===== config.mk =====
export PLATFORM = sky130hd
export DESIGN_NAME = bubsysrom_wavegen
export DESIGN_NICKNAME = d
export VERILOG_FILES = /design/src/rtl/bubsysrom_wavegen.sv
export SDC_FILE = /design/constraint.sdc
export NUM_CORES = 2
export LEC_CHECK = 0
export CAP_MARGIN = 15
export CORE_UTILIZATION = 30
export DETAILED_ROUTE_END_ITERATION = 12
export PLACE_DENSITY = 0.53
export SLEW_MARGIN = 20
export SYNTH_ARGS = -nofsm -noshare
export SYNTH_HDL_FRONTEND = slang
export SYNTH_SLANG_ARGS = --single-unit

===== constraint.sdc =====
create_clock -name i_EMU_MCLK -period 3.9 [get_ports i_EMU_MCLK]
set_input_delay 0.39 -clock i_EMU_MCLK [delete_from_list [all_inputs] [get_ports i_EMU_MCLK]]
set_output_delay 0.39 -clock i_EMU_MCLK [all_outputs]
set_load 0.01 [all_outputs]

===== src/rtl/bubsysrom_wavegen.sv =====
// rtl/bubsysrom_wavegen.sv - two-channel K005289-style wavetable tone generator
// Optional mixed output enabled by defining BUBSYS_WAVE_MIX_EN.
module bubsysrom_wavegen #(
    parameter int PW = 12,
    parameter int SW = 5
) (
    input  logic        i_EMU_MCLK,
    input  logic        i_EMU_RST,
    input  logic        i_EMU_CLK3M58_PCEN,
    input  logic [11:0] i_ADDR,
    input  logic [7:0]  i_DIN,
    input  logic        i_WR_n,
    input  logic        i_WAVE1_WR,
    input  logic        i_WAVE2_WR,
    input  logic        i_WAVE1_TG,
    input  logic        i_WAVE2_TG,
    input  logic [8:0]  i_EMU_PROM_ADDR,
    input  logic [3:0]  i_EMU_PROM_DATA,
    input  logic        i_EMU_PROM_WR,
    input  logic        i_EMU_PROM_WAVE_CS,
    output logic [7:0]  o_WAVE1,
    output logic [7:0]  o_WAVE2,
    output logic [8:0]  o_WAVE_MIX
);
    localparam int AW = SW + 4;

    logic [3:0] strb;
    logic [3:0] low_q, low_d;
    logic [3:0] ev;
    logic [1:0] wr_ev, tg_ev;
    logic       unused_din;

    logic [1:0][PW-1:0] latch_q, latch_d;
    logic [1:0][PW-1:0] freq_q, freq_d;
    logic [1:0][PW-1:0] cnt_q, cnt_d;
    logic [1:0][SW-1:0] step_q, step_d;
    logic [1:0][2:0]    wsel_q, wsel_d;
    logic [1:0][3:0]    vol_q, vol_d;
    logic [1:0][7:0]    wave_q, wave_d;
    logic [1:0][4:0]    samp;
    logic [1:0][9:0]    prod;
    logic [1:0][3:0]    prom_q;
    logic [3:0]         prom_mem [2**AW];
    logic               prom_we;

    assign unused_din = i_DIN[4];
    assign strb  = {i_WAVE2_TG, i_WAVE1_TG, i_WAVE2_WR, i_WAVE1_WR} & {4{~i_WR_n}};
    // History clears low, so a strobe held through reset release must drop before it counts.
    assign low_d = ~strb;
    assign ev    = strb & low_q;
    assign wr_ev = ev[1:0];
    assign tg_ev = ev[3:2];

    always_comb begin
        latch_d = latch_q;
        freq_d  = freq_q;
        cnt_d   = cnt_q;
        step_d  = step_q;
        wsel_d  = wsel_q;
        vol_d   = vol_q;
        wave_d  = wave_q;
        samp    = '0;
        prod    = '0;
        for (int ch = 0; ch < 2; ch++) begin
            if (wr_ev[ch]) begin
                latch_d[ch] = i_ADDR[PW-1:0];
                wsel_d[ch]  = i_DIN[7:5];
                vol_d[ch]   = i_DIN[3:0];
            end
            if (tg_ev[ch]) begin
                freq_d[ch] = latch_d[ch];
            end
            if (i_EMU_CLK3M58_PCEN) begin
                if (&cnt_q[ch]) begin
                    cnt_d[ch]  = freq_d[ch];
                    step_d[ch] = step_q[ch] + 1'b1;
                end else begin
                    cnt_d[ch] = cnt_q[ch] + 1'b1;
                end
            end
            samp[ch]   = {1'b0, prom_q[ch]} - 5'd8;
            prod[ch]   = $signed({{5{samp[ch][4]}}, samp[ch]}) * $signed({6'd0, vol_q[ch]});
            wave_d[ch] = prod[ch][7:0];
        end
    end

    always_ff @(posedge i_EMU_MCLK) begin
        if (i_EMU_RST) begin
            low_q   <= '0;
            latch_q <= '0;
            freq_q  <= '0;
            cnt_q   <= '0;
            step_q  <= '0;
            wsel_q  <= '0;
            vol_q   <= '0;
            wave_q  <= '0;
        end else begin
            low_q   <= low_d;
            latch_q <= latch_d;
            freq_q  <= freq_d;
            cnt_q   <= cnt_d;
            step_q  <= step_d;
            wsel_q  <= wsel_d;
            vol_q   <= vol_d;
            wave_q  <= wave_d;
        end
    end

    // Waveform RAM survives reset; one write port, one read port per channel.
    assign prom_we = i_EMU_PROM_WAVE_CS & i_EMU_PROM_WR;

    always_ff @(posedge i_EMU_MCLK) begin
        if (prom_we) begin
            prom_mem[i_EMU_PROM_ADDR] <= i_EMU_PROM_DATA;
        end
        prom_q[0] <= prom_mem[{1'b0, wsel_q[0], step_q[0]}];
        prom_q[1] <= prom_mem[{1'b1, wsel_q[1], step_q[1]}];
    end

    assign o_WAVE1 = wave_q[0];
    assign o_WAVE2 = wave_q[1];

`ifdef BUBSYS_WAVE_MIX_EN
    logic [8:0] mix_q, mix_d;

    assign mix_d = {wave_q[0][7], wave_q[0]} + {wave_q[1][7], wave_q[1]};

    always_ff @(posedge i_EMU_MCLK) begin
        if (i_EMU_RST) begin
            mix_q <= '0;
        end else begin
            mix_q <= mix_d;
        end
    end

    assign o_WAVE_MIX = mix_q;
`else
    assign o_WAVE_MIX = '0;
`endif

endmodule


# Yosys cells after proc, flatten, opt, wreduce, memory -nomap -nowiden
# Memories as Yosys holds them, arrays and structs flattened. A register that Yosys moved wholly into a read port is not among the register bits.
# Cells that the tools add are included.
# W data, S select, Z words.
dict set report word_totals {
  register_bits 116
  ram_bits 2048
  inputBits 43
  output_inout_bits 25
  word_cells 41
  n_memories 1
}
# memory words word_bits read_ports rd_clocked_by_memory_dff wr line
set memory_table {}
lappend memory_table {prom_mem 512 4 2 2 1 43} ;# logic [3:0] prom_mem [2**AW];
dict set report op_classes {
  n_addsub 6
  n_mul 2
  muxes 8
  bitwise 5
  n_reduce_logical 4
}
# cell n
set ops {}
lappend ops {{$mux W12} 6}
lappend ops {{$reduce_and A13 Y1} 2}
lappend ops {{$add A12 B1 Y12 const B} 2}
lappend ops {{$reduce_and A12 Y1} 2}
lappend ops {{$mul A5 B5 Y8} 2}
lappend ops {{$add A5 B1 Y5 const B} 2}
lappend ops {{$sub A4 B4 Y5 const B} 2}
lappend ops {{$and A4 B4 Y4} 2}
lappend ops {{$not A4 Y4} 1}
lappend ops {{$mux W1} 2}
lappend ops {{$and A1 B1 Y1} 1}
lappend ops {{$not A1 Y1} 1}

# Depth between registers and ports, before layout
dict set report logic_depth {
  ltp_word 6
  mapped_depth 13
  mapped_depth_nobuf 13
}

# Worst setup path after synthesis
# Ideal clock, no wire load.
dict set report synth_timing {
  path_kind {flip-flop to flip-flop}
  from {reg prom_q[5] (netlist bit), read port of prom_mem}
  to {reg wave_q (netlist bit o_WAVE2[7])}
  setup_ps 128
  t_arrival_ps 2661
  required_ps 3772
  slack_ps 1111
  path_stages_with_launch 13
  path_buffers 0
  period_less_slack_ps 2789
  path_cell_list {dfxtp_1 -> and2_1 -> ha_1 -> inv_1 -> fa_1 -> fa_1 -> inv_1 -> ha_1 -> a21oi_1 -> o21bai_1 -> a21oi_1 -> xnor2_1 -> nor2_1}
}
dict set report synth_via {
  elab_chain_len 2
}
# element line
set synth_rtl {}
lappend synth_rtl {{from (decl)} 42} ;# logic [1:0][3:0] prom_q;
lappend synth_rtl {{$sub A4 B4 Y5} 81} ;# samp[ch] = {1'b0, prom_q[ch]} - 5'd8;
lappend synth_rtl {{$mul A5 B5 Y8} 82} ;# prod[ch] = $signed({{5{samp[ch][4]}}, samp[ch]}) * $signed({6'd0, vol_q[ch]});
lappend synth_rtl {{to (signal assigned)} 105} ;# wave_q <= wave_d;
lappend synth_rtl {{to (decl)} 39} ;# logic [1:0][7:0] wave_q, wave_d;
# No other way between the ends.
# A chain may end at the register's enable or synchronous reset.

# Final worst setup path
# Ends and elaborated chain as after synthesis.

==> summary.md <==
| Metric | Value |
|---|---|
| Yosys warning total | `0` |
| Synth top area share | `70.76%` |
| Clock Tree Root | `clkbuf_16` |
| Clk sinks | `between 2,000 and 2,500` |
| Pwr/cell area | `about 470 nW/um2` |
| Area contributors post-synth | `edfxtp_1, mux4_2, mux2i_1` |
| Total negative slack | `0 ps` |
| Non-Filler Instances | `roughly 9,000` |
| Most common cell in the netlist | `edfxtp_1` |
| Largest net degree at the start of global routing | `163` |
| First-pass GRT wire length | `between 300,000 and 400,000 um` |
| Initial antenna violation count | `17` |
| IO Port Bufs | `between 50 and 60` |
| Tmin final | `~3200 ps` |
| Max_slew headroom | `approximately 34%` |
| Number of global-route vias before repair | `46,272` |
| Area grow syn2layout | `13.88%` |
| Initial Utilization | `between 30 and 40%` |
| Fin nets | `roughly 5,200` |
| FF-to-FF path depth | `12` |
| Die X-Extent | `~540 um` |
| Unrepaired setup endpoints after global routing | `false` |
| # setup viols final | `0` |
| Routed wire per std cell | `23.91 um` |
| Worst-Skew Late Latency | `850 ps` |
| Die height | `between 500 and 600 um` |
| Hold depth | `2` |
| Crit path DAT | `a little under 4000 ps` |
| DRC Markers | `0` |
| VDD IR-drop max | `0.0003978 V` |
| Max Slew Vio Count | `0` |
| Core area | `288,100 um2` |
| Worst EP required | `4580 ps` |
| Final worst slack | `between 600 and 700 ps` |
| Vias/cell | `about 5.0` |
| Nature of the critical path startpoint | `flip-flop` |
| CTS resizes | `0` |
| Longest Clk Path Bufs | `3` |
| Maxcap violations | `0` |
| Mapped Cells | `between 5,000 and 6,000` |
| Dpl cells | `roughly 8,700` |
| Final setup skew | `roughly 45 ps` |
| Multi-input logic area | `approximately 21,000 um2` |
| Hold Path Origin | `i_WAVE2_TG` |
| EDFF count, synth | `slightly above 2,000` |
| DRT Pass-1 Iters | `7` |
| Antenna Nets Post-Route | `0` |
| Final HPWL from detailed placement | `130,800 um` |
| FF-to-FF setup slack | `690 ps` |
| Critical Path End Type | `flip-flop` |
| TritonCTS buffer count | `around 210` |
| Register area | `approximately 64,000 um2` |
| Leak pwr | `between 20 and 30 nW` |
| Final Core Density | `between 30% and 40%` |
| Filler cells | `roughly 27,000` |
| Sequential fraction of the synthesis area | `roughly three quarters` |
| Place WS | `~550 ps` |
| Routed WL | `~220,000 um` |
| CTS tree | `done` |
| Post-synth top cells | `edfxtp_1, nor2_1, mux2i_1` |
| Worst Tran Pin Value | `987.6 ps` |
| Mapped Avg Cell Area | `roughly 17 um2` |
| Setup CP Type | `flip-flop to flip-flop` |
| Initial DRC Count | `a little under 4,000` |
| Layout cells sized above 1 | `between 10 and 15%` |
| Hold EP | `low_q[3]$_SDFF_PP0_` |
| Main synth FF type | `edfxtp_1` |
| IO Pins | `between 60 and 70` |
| H-tree depth | `4` |
| Clk slew on worst S/H paths | `~60 ps` |
| Total grt overflow | `0` |
| Num rows | `197` |
| Vias | `approximately 45,000` |
| Post-synth cell types | `between 50 and 60` |
| Outcome | `complete, no violations` |
| Fin. Hold Viols | `0` |
| Min-Delay Path Class | `input port to flip-flop` |
| Tot GR Track Use | `between 10% and 20%` |
| RR Endpoint | `o_WAVE2[7]$_SDFF_PP0_` |
| #FFs+latches synth | `~2,200` |
| Synthesized cell area | `roughly 87,000 um2` |
| Gp weighted congestion | `about 0.8` |
| RR Startpoint | `prom_q[5]$_DFF_P_` |
| Crit-path max FO | `4` |
| Synth area leader | `edfxtp_1` |
| Die ar. | `approximately 290,000 um2` |
| Async S/R FF share, synth | `0%` |
| F_max | `between 300 and 400 MHz` |
| Fin crit share | `between 80% and 90%` |
[stage by stage]
stage	power, mW	instance area, um2	hold slack [ps]
after floorplan	26.22	86950	429.3
after global placement	26.82	92060	459.2
after detailed placement	26.84	92060	462.9
after CTS	46.99	98970	61.05
after global routing	47.82	98970	89.32
final	46.54	98980	137.7
[where the power goes]
part	switching, mW	total, mW	internal [mW]
logic	0.621	0.785	0.163
clock network	8.71	20.2	11.5
registers	0.0300	25.5	25.5
total	9.36	46.5	37.2
[cells in the final DEF, fill, tap and decap left out, types with 72 or more instances in the layout]
| cell type | count |
|---|---|
| clkbuf_16 | 215 |
| buf_4 | 110 |
| nand2_1 | 87 |
| o21ai_0 | 80 |
| a21oi_1 | 109 |
| edfxtp_1 | 2048 |
| nor2_1 | 626 |
| a211oi_1 | 72 |
| mux2i_1 | 537 |
| a221oi_1 | 127 |
| dfxtp_1 | 114 |
| mux4_2 | 256 |
[worst max-delay path: stages (launching register included)]
cell and delay, ps:
dfxtp_1 550, and2_1 190, ha_1 230, inv_1 80, fa_1 440, fa_1 510, inv_1 40, ha_1 310
a21oi_1 230, o21bai_1 100, a21oi_1 170, xnor2_1 140, nor2_1 60
[worst max path at each step]
stage / from / endpoint / slack [ps] / cells after the start
after floorplan: prom_q[5]$_DFF_P_ / o_WAVE2[7]$_SDFF_PP0_ / 1110 / 12
after global placement: i_EMU_PROM_WAVE_CS / prom_mem[460][0]$_DFFE_PP_ / 610 / 6
after detailed placement: i_EMU_PROM_WAVE_CS / prom_mem[124][0]$_DFFE_PP_ / 550 / 6
after CTS: prom_q[5]$_DFF_P_ / o_WAVE2[7]$_SDFF_PP0_ / 670 / 12
after global routing: prom_q[5]$_DFF_P_ / o_WAVE2[7]$_SDFF_PP0_ / 490 / 12
final: prom_q[5]$_DFF_P_ / o_WAVE2[7]$_SDFF_PP0_ / 690 / 12
[routing by layer]
layer	global-route usage (%)	part of all wire, %	vias to the layer above
li1	-	-	20052
met1	19.15	43	23193
met2	24.42	49	1277
met3	2.645	6.1	313
met4	4.331	2.5	2
met5	0	0.0051	-
[cells by family (layout without fill, tap and decap cells)]
group	Yosys count	in the layout	synth area share [%]
AND/OR/NAND/NOR	855	855	4.106
multiplexers	798	798	12.88
XOR/XNOR	24	24	0.2419
buffers and inverters	396	647	2.580
AO/OA/AOI/OAI	716	716	5.774
flip-flops	2172	2172	73.61
other	1	13	0.004314
adder cells (fa/ha/maj)	46	46	0.8004
[registers in the layout, summed over array words and instances, names as in the netlist]
signal,flops
o_WAVE1,8
latch_q,24
freq_q,24
low_q,4
step_q,10
cnt_q,24
o_WAVE2,8
vol_q,8
prom_mem,2048
wsel_q,6
prom_q,8
[cell type report]
type / count / area share [%]
timing repair buffer: 214 / 2.351
multi-input combinational: 2448 / 21.10
clock buffer: 272 / 5.747
tap: 3781 / 4.780
inverter: 41 / 0.1555
antenna: 4 / 0.01011
clock inverter: 120 / 1.187
sequential: 2172 / 64.67
[what timing repair did]
item	CTS	global route
hold endpoints to repair	151	0
hold buffers	4	0
setup buffers	0	0
No activity file was read; power rests on OpenSTA's default activity.
